### src/rtl/rv32i_types.sv
// Shared RV32I types used by the memory-stage blocks.
package rv32i_types;

  typedef logic [31:0] rv32i_word;

  typedef enum logic [2:0] {
    lb  = 3'b000,
    lh  = 3'b001,
    lw  = 3'b010,
    lbu = 3'b100,
    lhu = 3'b101
  } load_funct3_t;

  typedef enum logic [2:0] {
    sb = 3'b000,
    sh = 3'b001,
    sw = 3'b010
  } store_funct3_t;

  typedef enum logic [1:0] {
    IDLE  = 2'd0,
    READ  = 2'd1,
    WRITE = 2'd2,
    RESP  = 2'd3
  } dcache_acc_state_t;

endpackage

### src/rtl/dcache_access_unit_wdata_aligner.sv
// Store-side lane steering: byte enables and lane-replicated data for sb/sh/sw.
// Write-side counterpart of the downstream read-data aligner.
module dcache_wdata_aligner
  import rv32i_types::*;
(
  input  logic [2:0] funct3,
  input  logic [1:0] mem_sel,
  input  rv32i_word  store_data,
  output logic [3:0] wmask,
  output rv32i_word  wdata
);

  always_comb begin
    wmask = 4'b0000;
    wdata = store_data;
    case (funct3)
      sb: begin
        wmask = 4'b0001 << mem_sel;
        wdata = {4{store_data[7:0]}};
      end
      sh: begin
        // A halfword at offset 3 keeps only its low byte enable.
        wmask = 4'b0011 << mem_sel;
        wdata = {2{store_data[15:0]}};
      end
      sw: begin
        wmask = 4'b1111;
        wdata = store_data;
      end
      default: begin
        wmask = 4'b0000;
        wdata = store_data;
      end
    endcase
  end

endmodule

### src/rtl/dcache_access_unit.sv
// MEM-stage to dcache access controller: one load/store in flight, raw read word returned.
// Optional DCACHE_MISALIGN_TRAP_EN adds rsp_misalign and skips the cache for misaligned accesses.
module dcache_access_unit
  import rv32i_types::*;
(
  input  logic       clk,
  input  logic       rst,
  input  logic       req_valid,
  input  logic       req_read,
  input  logic       req_write,
  input  logic [2:0] req_funct3,
  input  rv32i_word  req_addr,
  input  rv32i_word  req_wdata,
  output logic       req_ready,
  output logic       dcache_read,
  output logic       dcache_write,
  output rv32i_word  dcache_address,
  output logic [3:0] dcache_wmask,
  output rv32i_word  dcache_wdata,
  input  rv32i_word  dcache_rdata,
  input  logic       dcache_resp,
  output logic       rsp_valid,
  output rv32i_word  rsp_rdata,
  output logic [2:0] rsp_funct3,
  output logic [1:0] rsp_mem_sel
`ifdef DCACHE_MISALIGN_TRAP_EN
  ,
  output logic       rsp_misalign
`endif
);

  dcache_acc_state_t state_reg, state_next;

  rv32i_word  addr_reg;
  logic [2:0] funct3_reg;
  rv32i_word  wdata_reg;
  logic [3:0] wmask_reg;

  rv32i_word  rsp_rdata_reg;
  logic [2:0] rsp_funct3_reg;
  logic [1:0] rsp_mem_sel_reg;

  logic       accept;
  logic       misaligned;
  logic       cache_done;
  logic [3:0] aligned_wmask;
  rv32i_word  aligned_wdata;

  dcache_wdata_aligner u_wdata_aligner (
    .funct3     (req_funct3),
    .mem_sel    (req_addr[1:0]),
    .store_data (req_wdata),
    .wmask      (aligned_wmask),
    .wdata      (aligned_wdata)
  );

  assign accept     = req_valid & req_ready & (req_read | req_write);
  assign cache_done = ((state_reg == READ) || (state_reg == WRITE)) && dcache_resp;

`ifdef DCACHE_MISALIGN_TRAP_EN
  logic rsp_misalign_reg;

  always_comb begin
    misaligned = 1'b0;
    if (req_read) begin
      case (req_funct3)
        lh, lhu: misaligned = req_addr[0];
        lw:      misaligned = |req_addr[1:0];
        default: misaligned = 1'b0;
      endcase
    end else begin
      case (req_funct3)
        sh:      misaligned = req_addr[0];
        sw:      misaligned = |req_addr[1:0];
        default: misaligned = 1'b0;
      endcase
    end
  end

  assign rsp_misalign = rsp_misalign_reg;
`else
  assign misaligned = 1'b0;
`endif

  always_comb begin
    state_next   = state_reg;
    req_ready    = 1'b0;
    dcache_read  = 1'b0;
    dcache_write = 1'b0;
    rsp_valid    = 1'b0;
    case (state_reg)
      IDLE: begin
        req_ready = 1'b1;
        if (accept) begin
          if (misaligned)    state_next = RESP;
          else if (req_read) state_next = READ;
          else               state_next = WRITE;
        end
      end
      READ: begin
        dcache_read = 1'b1;
        if (dcache_resp) state_next = RESP;
      end
      WRITE: begin
        dcache_write = 1'b1;
        if (dcache_resp) state_next = RESP;
      end
      RESP: begin
        rsp_valid  = 1'b1;
        state_next = IDLE;
      end
      default: state_next = IDLE;
    endcase
  end

  always_ff @(posedge clk or posedge rst) begin
    if (rst) begin
      state_reg       <= IDLE;
      addr_reg        <= '0;
      funct3_reg      <= '0;
      wdata_reg       <= '0;
      wmask_reg       <= '0;
      rsp_rdata_reg   <= '0;
      rsp_funct3_reg  <= '0;
      rsp_mem_sel_reg <= '0;
`ifdef DCACHE_MISALIGN_TRAP_EN
      rsp_misalign_reg <= 1'b0;
`endif
    end else begin
      state_reg <= state_next;
      if (accept) begin
        addr_reg   <= req_addr;
        funct3_reg <= req_funct3;
        wdata_reg  <= aligned_wdata;
        wmask_reg  <= aligned_wmask;
      end
      // Response fields only change when a new response is produced.
      if (cache_done) begin
        rsp_rdata_reg   <= (state_reg == READ) ? dcache_rdata : '0;
        rsp_funct3_reg  <= funct3_reg;
        rsp_mem_sel_reg <= addr_reg[1:0];
`ifdef DCACHE_MISALIGN_TRAP_EN
        rsp_misalign_reg <= 1'b0;
`endif
      end
`ifdef DCACHE_MISALIGN_TRAP_EN
      if (accept && misaligned) begin
        rsp_rdata_reg    <= '0;
        rsp_funct3_reg   <= req_funct3;
        rsp_mem_sel_reg  <= req_addr[1:0];
        rsp_misalign_reg <= 1'b1;
      end
`endif
    end
  end

  assign dcache_address = {addr_reg[31:2], 2'b00};
  assign dcache_wmask   = wmask_reg;
  assign dcache_wdata   = wdata_reg;
  assign rsp_rdata      = rsp_rdata_reg;
  assign rsp_funct3     = rsp_funct3_reg;
  assign rsp_mem_sel    = rsp_mem_sel_reg;

endmodule

### config.mk
export PLATFORM = sky130hd
export DESIGN_NAME = dcache_access_unit
export DESIGN_NICKNAME = d
export VERILOG_FILES = /design/src/rtl/rv32i_types.sv /design/src/rtl/dcache_access_unit_wdata_aligner.sv /design/src/rtl/dcache_access_unit.sv
export SDC_FILE = /design/constraint.sdc
export NUM_CORES = 1
export LEC_CHECK = 0
export CORE_UTILIZATION = 37
export DETAILED_ROUTE_END_ITERATION = 6
export DONT_BUFFER_PORTS = 1
export GPL_TIMING_DRIVEN = 0
export PLACE_DENSITY = 0.49
export RECOVER_POWER = 100
export SYNTH_ARGS = -nofsm -noshare
export SYNTH_HDL_FRONTEND = slang
export SYNTH_SLANG_ARGS = --single-unit
### constraint.sdc
create_clock -name clk -period 4.9 [get_ports clk]
set_input_delay 0.98 -clock clk [delete_from_list [all_inputs] [get_ports clk]]
set_output_delay 0.98 -clock clk [all_outputs]
set_load 0.03 [all_outputs]
==> summary.txt, run 1 <==
Run status
  • Run status: finished, violations left
  • Failing checks: capacitance limit, slew limit

Floorplan
  • Core Box Area: 12700 um2
  • Die ar.: 13600 um2
  • Die Y: 117 um
  • Io pins: 214
  • Die width: 117 um
  • Starting density of the core: 38.1%
  • Standard-cell rows: 41

Run
  • Max cap viols: 1

Power and ir drop
  • Final total power: 4.20 mW
  • Pleak: 2.30 nW
  • Peak supply drop: 304 uV
  • Power per cell area: 796 nW/um2

Clock tree
  • Post-CTS sizing: 0
  • Clock H-tree levels: 3
  • CTS tree: done
  • CTS Hold Bufs: 0
  • CTS clk-pin slew, worst paths: 0.07 ns
  • Clk_lat worst skew: 0.35 ns
  • Post-CTS setup buffer count: 0
  • CTS max path bufs: 2
  • Clock root buffer: clkbuf_16
  • Num CTS Buffers: 9
  • CTS sink cnt: 110

STA
  • Slew @ Worst Pin: 2.38 ns
  • Worst clock skew: 0.00597 ns
  • Max Fclk: 400 MHz
  • Final setup viols: 0
  • Final min period: 2.50 ns
  • RSZ-0062 raised after global routing: false
  • Slew Viols, Final: 53
  • Setup ws final: 2.40 ns
  • Final hold vios: 0
  • Period utilisation layout: 51.1%
  • Max-slew headroom: -59.7%

Layout
  • Final #Nets: 553
  • N_diodes: 0
  • FF/Latch Area: 2750 um2
  • Most frequent cells in the layout: dfrtp_1 (110), nand2_1 (94), o21ai_0 (63), clkbuf_1 (52), mux2_2 (45)
  • Filler cells: 1285
  • Cell Count, Final, Fillers Out: 620
  • Area growth syn-to-layout: 8.79%
  • Most common cell after layout, fill and taps aside: dfrtp_1
  • Design Area, Final: 5280 um2
  • Final Core Density: 41.5%
  • Multi-input logic area: 1730 um2
  • Layout cells sized above 1: 15.2%

Worst setup path
  • R2R cell count: 5
  • Reg2reg setup slack: 2.47 ns
  • CP Capture Type: register
  • Crit Path Class: in2reg
  • Worst Path Required: 5.13 ns
  • R2r startpoint: state_reg[0]$_DFFE_PP0P_
  • Crit Reg-Reg Endpoint: dcache_wdata[4]$_DFFE_PP0P_
  • Critical path arrival: 2.74 ns
  • Worst Path Max Fanout: 10
  • CP startpoint kind: primary input

Yosys
  • Post-synth top area cell: dfrtp_1
  • Ys Warns: 0
  • Register area share after synthesis: 56.7%
  • Syn_area_per_cell: 11.3 um2
  • Top cell type's share of synthesized area: 56.7%
  • Synth unique cells: 22
  • Yosys reg bits: 110
  • Mapped Cells: 430
  • Mapped Area: 4850 um2
  • Top cells by area, synth: dfrtp_1 (57%), mux2_2 (10%), nand2_1 (7.3%), buf_4 (5.7%), o21ai_0 (5.7%)

GRT
  • Initial antenna violation count: 0
  • Largest net degree at the start of global routing: 59
  • GR Overflow Total: 0
  • Total track usage: 16.9%
  • First-pass GRT wire length: 16800 um
  • Vias in the first global route: 3081

Hold path
  • Worst Hold Class: reg2reg
  • Hold_sp: addr_reg[1]$_DFFE_PP0P_
  • Min-Delay Endpoint: addr_reg[1]$_DFFE_PP0P_
  • Hold Path Depth: 2

Place
  • I/O Buffers: 0
  • Gpl congestion: 0.812
  • DP HPWL: 8390 um
  • Placed insts: 604
  • Worst slack at placement: 2.58 ns
  • Post-DP Area: 5100 um2

Route
  • Residual DRC: 0
  • Starting DRT DRC Count: 144
  • WL final: 11200 um
  • Vias per inst: 4.99
  • Drt first pass iters: 4
  • Wirelength per Cell: 18.1 um
  • Antenna viol nets, final: 0
  • Via Count: 3092
-- logic make-up (layout without fill, tap and decap cells) --
group / Yosys count / after routing / share of synthesized area, %
DFF: 110 / 110 / 56.7
buffers and inverters: 59 / 76 / 7.58
and+or+nand+nor: 104 / 104 / 8.69
adders and majority gates: 5 / 5 / 1.29
AOI/OAI and AO/OA: 69 / 69 / 7.32
other: 1 / 2 / 0.0773
muxes: 82 / 82 / 18.3
-- critical path, cell delays in order --
cell and delay (ns):
o211ai_1 0.78, clkbuf_1 0.56, mux2_2 0.41
-- layer usage --
metal  vias up  routed length (um)  share of wire (%)  GRT usage, %
li1       1430                   -                  -             -
met1      1505                4340                 39          19.0
met2       141                5300                 47          26.9
met3        16                1340                 12          9.34
met4         0                 204                1.8          6.16
met5         -                   0                  0             0
-- area by class of cell --
type	count	area share [%]
flip-flops and latches	110	52.1
clock buffers	12	4.67
well taps	172	4.08
plain buffers	55	4.17
repair buffers	1	0.521
multi-input cells	262	32.8
clock inverters	4	1.33
inverters	4	0.308
-- power by group --
| group | switching [mW] | internal (mW) | total (mW) |
|---|---|---|---|
| sequential | 0.886 | 1.35 | 2.23 |
| combinational | 0.774 | 0.411 | 1.19 |
| clock | 0.323 | 0.461 | 0.784 |
| total | 1.98 | 2.22 | 4.20 |
-- Yosys cell counts (all sizes together) --
cell type  count
dfrtp        110
nand2         94
o21ai         63
mux2          55
buf           43
mux2i         27
clkbuf        12
ha             5
inv            4
a21oi          3
nor2           3
nor2b          3
a31oi          2
and3b          1
conb           1
nor3           1
nor3b          1
o211ai         1
or2            1
-- per-stage QoR --
step,hold WS (ns),setup TNS [ns]
2_1_floorplan,0.446,0
3_3_place_gp,0.471,-27.49
3_5_place_dp,0.483,0
4_1_cts,0.499,0
5_1_grt,0.511,0
6_report,0.489,0
-- worst max-delay path by stage --
stage,from,endpoint,slack (ns)
after floorplan,rst,addr_reg[0]$_DFFE_PP0P_,1.02
after global placement,rst,rsp_rdata[9]$_DFFE_PP0P_,-0.25
after detailed placement,req_read,dcache_wdata[22]$_DFFE_PP0P_,2.58
after CTS,state_reg[1]$_DFFE_PP0P_,dcache_read,2.51
after global routing,rst,rsp_rdata[3]$_DFFE_PP0P_,2.27
final,req_read,dcache_wdata[4]$_DFFE_PP0P_,2.40
(Power assumes the default switching activity.)
==> run 2, diff against run 1 <==
--- a/config.mk
+++ b/config.mk
@@ -9,7 +9,7 @@
 export DETAILED_ROUTE_END_ITERATION = 6
 export DONT_BUFFER_PORTS = 1
 export GPL_TIMING_DRIVEN = 0
-export PLACE_DENSITY = 0.49
+export PLACE_DENSITY = 0.51
 export RECOVER_POWER = 100
 export SYNTH_ARGS = -nofsm -noshare
 export SYNTH_HDL_FRONTEND = slang
==> constraint.sdc (replaced) <==
create_clock -name clk -period 2.2 [get_ports clk]
set_input_delay 0.44 -clock clk [delete_from_list [all_inputs] [get_ports clk]]
set_output_delay 0.44 -clock clk [all_outputs]
set_load 0.03 [all_outputs]
==> run 2 against run 1 <==
- the run now ends clean
- die area is the same
- via count fell by 1.3%
- routed wire length grew 0.58%
- combinational power rose by 120%
- final area increased by 0.21%
- core utilization is 0.088 points higher
- clock power is 110% higher
- critical path depth grew 2
- total power grew 120%
- register-to-register slack got worse by 2.3 ns
- sequential share of layout area is 0.11 points lower
- sequential power increased by 120%
- critical endpoint is now dcache_wdata[1]$_DFFE_PP0P_
- largest power group unchanged
==> summary.txt, run 2 (synthesis results as in run 1) <==
Clock tree
  • CTS clk-pin slew, worst paths: 0.07 ns
  • CTS sink cnt: 110
  • Clock root buffer: clkbuf_16
  • Clk_lat worst skew: 0.35 ns
  • Clock H-tree levels: 3
  • CTS Hold Bufs: 0
  • Post-CTS setup buffer count: 0
  • Num CTS Buffers: 9
  • Post-CTS sizing: 0
  • CTS max path bufs: 2
  • CTS tree: done

GRT
  • Total track usage: 17.0%
  • Initial antenna violation count: 0
  • First-pass GRT wire length: 17100 um
  • Vias in the first global route: 3187
  • Largest net degree at the start of global routing: 32
  • GR Overflow Total: 0

Run
  • Max cap viols: 0

STA
  • Max Fclk: 501 MHz
  • Setup TNS: 0 ns
  • Slew @ Worst Pin: 1.15 ns
  • Final hold vios: 0
  • Final min period: 1.99 ns
  • Slew Viols, Final: 0
  • Period utilisation layout: 90.7%
  • Final setup viols: 0
  • Worst clock skew: 0.00414 ns
  • RSZ-0062 raised after global routing: false
  • Max-slew headroom: 22.6%

Floorplan
  • Standard-cell rows: 41
  • Io pins: 214
  • Die Y: 117 um
  • Core Box Area: 12700 um2
  • Die ar.: 13600 um2
  • Die width: 117 um
  • Starting density of the core: 38.1%

Layout
  • Most common cell after layout, fill and taps aside: dfrtp_1
  • Final #Nets: 555
  • FF/Latch Area: 2750 um2
  • Multi-input logic area: 1750 um2
  • N_diodes: 0
  • Most frequent cells in the layout: dfrtp_1 (110), nand2_1 (94), o21ai_0 (63), mux2_2 (45), clkbuf_1 (44)
  • Layout cells sized above 1: 17.6%
  • Area growth syn-to-layout: 9.02%
  • Filler cells: 1286

Hold path
  • Worst Hold Class: in2async

Route
  • Wirelength per Cell: 18.1 um
  • Antenna viol nets, final: 0
  • Starting DRT DRC Count: 130
  • Drt first pass iters: 4
  • Residual DRC: 0
  • Vias per inst: 4.91
  • WL final: 11300 um
  • Via Count: 3053

Power and ir drop
  • Combinational power share: 28.7%
  • Internal power: 4.82 mW
  • Flop pwr share: 53.5%
  • Final total power: 9.30 mW
  • Switch share: 48.1%
  • Power share of the clock group: 17.8%
  • Peak supply drop: 685 uV
  • Pleak: 2.32 nW
  • Power per cell area: 1760 nW/um2
  • Switching power: 4.47 mW

Worst setup path
  • CP startpoint kind: register
  • Slowest stage delay, CP: 0.40 ns
  • Crit Path Class: reg2reg
  • CP Capture Type: register
  • Worst Path Required: 2.44 ns
  • Critical path, cell by cell: inv_1 > ha_1 > o211ai_4 > clkbuf_1 > mux2_2
  • Critical Path Start: state_reg[0]$_DFFE_PP0P_
  • Worst Path Max Fanout: 10
  • Slowest cell on the critical path: clkbuf_1
  • R2r startpoint: state_reg[0]$_DFFE_PP0P_
  • Critical path arrival: 2.23 ns

Run status
  • Run status: finished, final reports clean

Place
  • DP HPWL: 8550 um
  • Gpl congestion: 0.833
  • I/O Buffers: 0
## run 2: cell types whose count changed in the layout (fill, tap and decap cells not counted), sizes merged
| cell | before | now |
|---|---|---|
| clkinv | 2 | 3 |
| clkbuf | 62 | 59 |
| buf | 6 | 8 |
| bufinv | 2 | 1 |
| inv | 3 | 6 |
## run 2: area by class of cell
cell class	count	area share (%)
sequential	110	52.0
multi-input combinational	262	33.0
buffer	55	4.30
clock buffer	9	4.26
tap	172	4.07
clock inverter	7	1.49
timing repair buffer	3	0.568
inverter	4	0.307
## run 2: final timing paths
| path | endpoint | cells after the start | slack, ns |
|---|---|---|---|
| worst min-delay path | addr_reg[6]$_DFFE_PP0P_ | 1 | 0.19 |
| worst max-delay path | dcache_wdata[1]$_DFFE_PP0P_ | 5 | 0.21 |
| worst min register to register | addr_reg[25]$_DFFE_PP0P_ | 1 | 0.49 |
| worst max register to register | dcache_wdata[1]$_DFFE_PP0P_ | 5 | 0.21 |
| max in group asynchronous | dcache_wdata[4]$_DFFE_PP0P_ | 3 | 0.67 |
| min in group clk | funct3_reg[2]$_DFFE_PP0P_ | 1 | 0.22 |
## run 2: power groups by stage
| stage | combinational, mW | clock (mW) | sequential, mW |
|---|---|---|---|
| finish | 2.67 | 1.66 | 4.97 |
| global route | 3.00 | 1.80 | 5.13 |
| CTS | 2.98 | 1.72 | 5.01 |
| detailed placement | 2.98 | 0 | 5.05 |
| global placement | 2.89 | 0 | 5.02 |
| floorplan | 2.56 | 0 | 4.78 |
## run 2: per-layer routing
| metal | global-route usage, % | share of wire (%) | up-vias |
|---|---|---|---|
| met5 | 0 | 0 | - |
| met4 | 5.32 | 1.5 | 0 |
| met3 | 9.55 | 12 | 12 |
| met2 | 28.2 | 48 | 138 |
| met1 | 18.4 | 38 | 1465 |
| li1 | - | - | 1438 |
## run 2: critical path: cells and delay by family, from the launching register on
kind                     cells  cell delay (ns)
flip-flops                   1             0.39
AO/OA/AOI/OAI                1             0.25
buffers and inverters        2             0.50
adder cells (fa/ha/maj)      1             0.36
multiplexers                 1             0.38
## run 2: metrics by stage
step / hold slack (ns) / area (um2) / setup slack (ns) / util [%] / cells
finish: 0.189 / 5290 / 0.205 / 41.6 / 622
CTS: 0.0354 / 5440 / 0.106 / 42.8 / 622
global placement: 0.469 / 5080 / -0.185 / 39.9 / 603
floorplan: 0.446 / 4860 / 0.431 / - / 431
global route: 0.201 / 5290 / 0.0829 / 41.6 / 622
detailed placement: 0.419 / 5140 / 0.121 / 40.4 / 606
==> run 3, diff against run 2 <==
--- a/config.mk
+++ b/config.mk
@@ -5,6 +5,7 @@
 export SDC_FILE = /design/constraint.sdc
 export NUM_CORES = 1
 export LEC_CHECK = 0
+export ABC_AREA = 1
 export CORE_UTILIZATION = 37
 export DETAILED_ROUTE_END_ITERATION = 6
 export DONT_BUFFER_PORTS = 1
==> run 3 against run 2 <==
- synthesized cell count up 35%
- core utilization grew 0.46 points
- fmax up 1.2%
- flip-flop and latch count is the same
- register-to-register slack gained 0.02 ns
- area after synthesis rose by 1.3%
- worst hold slack got worse by 0.0010 ns
- cell count increased by 24%
- via count increased by 20%
- clock-buffer cell count increased by 2
- critical path depth rose by 5
- sequential power decreased by 12%
- critical endpoint is now dcache_wdata[24]$_DFFE_PP0P_
==> summary.txt, run 3 <==
Run status
  • Run status: finished, final reports clean

Worst setup path
  • Worst Path Max Fanout: 10
  • Slowest stage delay, CP: 0.43 ns
  • Worst Path Required: 2.45 ns
  • Critical path arrival: 2.22 ns
  • Worst path bufs/invs: 4
  • Slowest cell on the critical path: dfrtp_1
  • Cell family with most CP delay: buffers and inverters
  • Critical path, cell by cell: inv_1 > ha_1 > nand2_1 > clkinv_1 > nand2_2 > inv_1 > clkbuf_2 > nand2_1 > nor2_1 > nor2_1
  • CP startpoint kind: register
  • CP Capture Type: register
  • Crit Path Class: reg2reg

Power and ir drop
  • Final total power: 8.64 mW
  • Switch share: 47.8%
  • Switching power: 4.14 mW
  • Combinational power share: 30.4%
  • Peak supply drop: 701 uV
  • Flop pwr share: 50.3%
  • Power share of the clock group: 19.2%
  • Power per cell area: 1610 nW/um2
  • Internal power: 4.51 mW
  • Pleak: 2.62 nW

Yosys
  • Yosys reg bits: 110
  • Post-synth top area cell: dfrtp_1
  • Top cells by area, synth: dfrtp_1 (56%), nand2_1 (19%), buf_4 (5.8%), o21ai_0 (5.5%), nor2_1 (2.8%)
  • Synth unique cells: 23
  • Most frequent cell after synthesis: nand2_1
  • Top cell type's share of synthesized area: 56.0%
  • Mapped Cells: 580
  • Top_reg_cell synth: dfrtp_1
  • Mapped Area: 4920 um2
  • Asr flop ratio synth: 100%
  • Register area share after synthesis: 56.0%
  • Commonest cells post-synth: nand2_1 (244), dfrtp_1 (110), o21ai_0 (54)
  • Number of synthesized flops with an enable pin: 0
  • Ys Warns: 0
  • Syn_area_per_cell: 8.48 um2

Route
  • Wirelength per Cell: 16.3 um
  • Starting DRT DRC Count: 144
  • WL final: 12600 um
  • Vias per inst: 4.75
  • Residual DRC: 0
  • Drt first pass iters: 4
  • Via Count: 3669
  • Antenna viol nets, final: 0

GRT
  • First-pass GRT wire length: 18600 um
  • Largest net degree at the start of global routing: 40
  • Most Crowded Layer GR: met2
  • Initial antenna violation count: 0
  • GRT met3 Usage: 6.85%
  • Routing usage on met1: 21.1%
  • GRT met2 Usage: 30.4%
  • GR Overflow Total: 0
  • Total track usage: 18.3%
  • Vias in the first global route: 3567

Layout
  • Layout cells sized above 1: 8.15%
  • N_diodes: 0
  • Final #Nets: 706
  • Design Area, Final: 5370 um2
  • Most common cell after layout, fill and taps aside: nand2_1
  • Most frequent cells in the layout: nand2_1 (245), dfrtp_1 (110), o21ai_0 (55), clkbuf_1 (40), nor2_1 (37)
  • Area growth syn-to-layout: 9.24%

Place
  • DP HPWL: 9570 um
  • Gpl congestion: 0.748
  • I/O Buffers: 0
  • Post-DP Area: 5200 um2

Clock tree
  • Clock root buffer: clkbuf_16
  • Clk_lat worst skew: 0.35 ns
  • CTS clk-pin slew, worst paths: 0.08 ns
  • Clock H-tree levels: 3
  • Post-CTS sizing: 0
  • Num CTS Buffers: 9
  • CTS sink cnt: 110
  • CTS max path bufs: 2
  • CTS tree: done

STA
  • Worst clock skew: 0.00780 ns
  • Period utilisation layout: 89.6%
  • Max Fclk: 508 MHz
  • Max-slew headroom: 63.8%
  • Final min period: 1.97 ns
  • Slew @ Worst Pin: 0.540 ns
  • Slew Viols, Final: 0
  • Final setup viols: 0
  • RSZ-0062 raised after global routing: false
  • Final hold vios: 0

Floorplan
  • Die ar.: 13800 um2
  • Die Y: 117 um
  • Die width: 117 um
  • Core Box Area: 12800 um2
  • Io pins: 214
  • Starting density of the core: 38.5%
  • Standard-cell rows: 41

Run
  • Max cap viols: 0

Hold path
  • Worst Hold Class: in2reg
run 3: cell count changes in the layout (fill, tap and decap cells not counted), moves of 4 or more:
cell	previous run	this run
mux2_1	10	2
o21ai_0	63	55
nor2_1	3	37
nand3_1	0	13
mux2_2	45	3
a21oi_1	3	20
mux2i_1	27	0
nand2_1	94	245
buf_6	0	4
inv_1	3	18
clkbuf_1	44	40
run 3: through the flow:
| stage | hold WS, ns | setup WS (ns) | setup TNS (ns) | cells | util, % |
|---|---|---|---|---|---|
| final | 0.188 | 0.230 | 0 | 773 | 42.1 |
| after global routing | 0.180 | 0.0629 | 0 | 773 | 42.1 |
| after CTS | 0.178 | 0.263 | 0 | 773 | 43.1 |
| after floorplan | 0.446 | 0.431 | 0 | 581 | - |
| after global placement | 0.465 | -0.207 | -21.92 | 753 | 40.2 |
| after detailed placement | 0.273 | 0.280 | 0 | 756 | 40.7 |
run 3: power groups by stage:
stage               combinational, mW  sequential, mW  clock [mW]
floorplan                        2.47            4.17           0
global placement                 2.84            4.38           0
detailed placement               2.92            4.40           0
CTS                              2.93            4.37        1.71
global route                     2.99            4.45        1.79
finish                           2.63            4.35        1.66
run 3: cell families (layout without fill, tap and decap cells):
family	Yosys count	in the layout	synth area share (%)
simple gates	300	300	23.5
other cells	1	2	0.0763
buf+inv	82	102	10.1
compound gates	77	77	7.96
mux	5	5	1.14
fa+ha+maj	5	5	1.27
flops	110	110	56.0
run 3: path summary, 6_finish.rpt:
kind / startpoint / to / slack (ns) / cells past startpoint
hold reg to reg: addr_reg[9]$_DFFE_PP0P_ / addr_reg[9]$_DFFE_PP0P_ / 0.48 / 2
setup reg to reg: state_reg[0]$_DFFE_PP0P_ / dcache_wdata[24]$_DFFE_PP0P_ / 0.23 / 10
hold / removal: req_wdata[4] / dcache_wdata[4]$_DFFE_PP0P_ / 0.19 / 2
setup / recovery: state_reg[0]$_DFFE_PP0P_ / dcache_wdata[24]$_DFFE_PP0P_ / 0.23 / 10
max in group asynchronous: rst / dcache_wdata[23]$_DFFE_PP0P_ / 0.37 / 5
min in group asynchronous: rst / dcache_wdata[11]$_DFFE_PP0P_ / 0.56 / 2
run 3: final cells by class:
class | count | area (um2)
clock inverters | 5 | 58.8
multi-input cells | 389 | 1670
clock buffers | 11 | 243
flip-flops and latches | 110 | 2750
repair buffers | 4 | 57.6
plain buffers | 60 | 289
inverters | 22 | 83.8
fillers | 1358 | 7400
well taps | 172 | 215
run 3: metal layers:
| layer | wire (um) | share of wire (%) | up-vias |
|---|---|---|---|
| met4 | 225 | 1.8 | 0 |
| met2 | 5910 | 47 | 154 |
| met1 | 5100 | 40 | 1692 |
| met3 | 1410 | 11 | 15 |
| li1 | - | - | 1808 |
| met5 | 0 | 0 | - |
run 3: repair_timing:
action	4_1_cts	5_1_grt
setup buffers	0	0
hold endpoints to repair	10	0
hold buffers	1	0
setup endpoints to repair	0	0
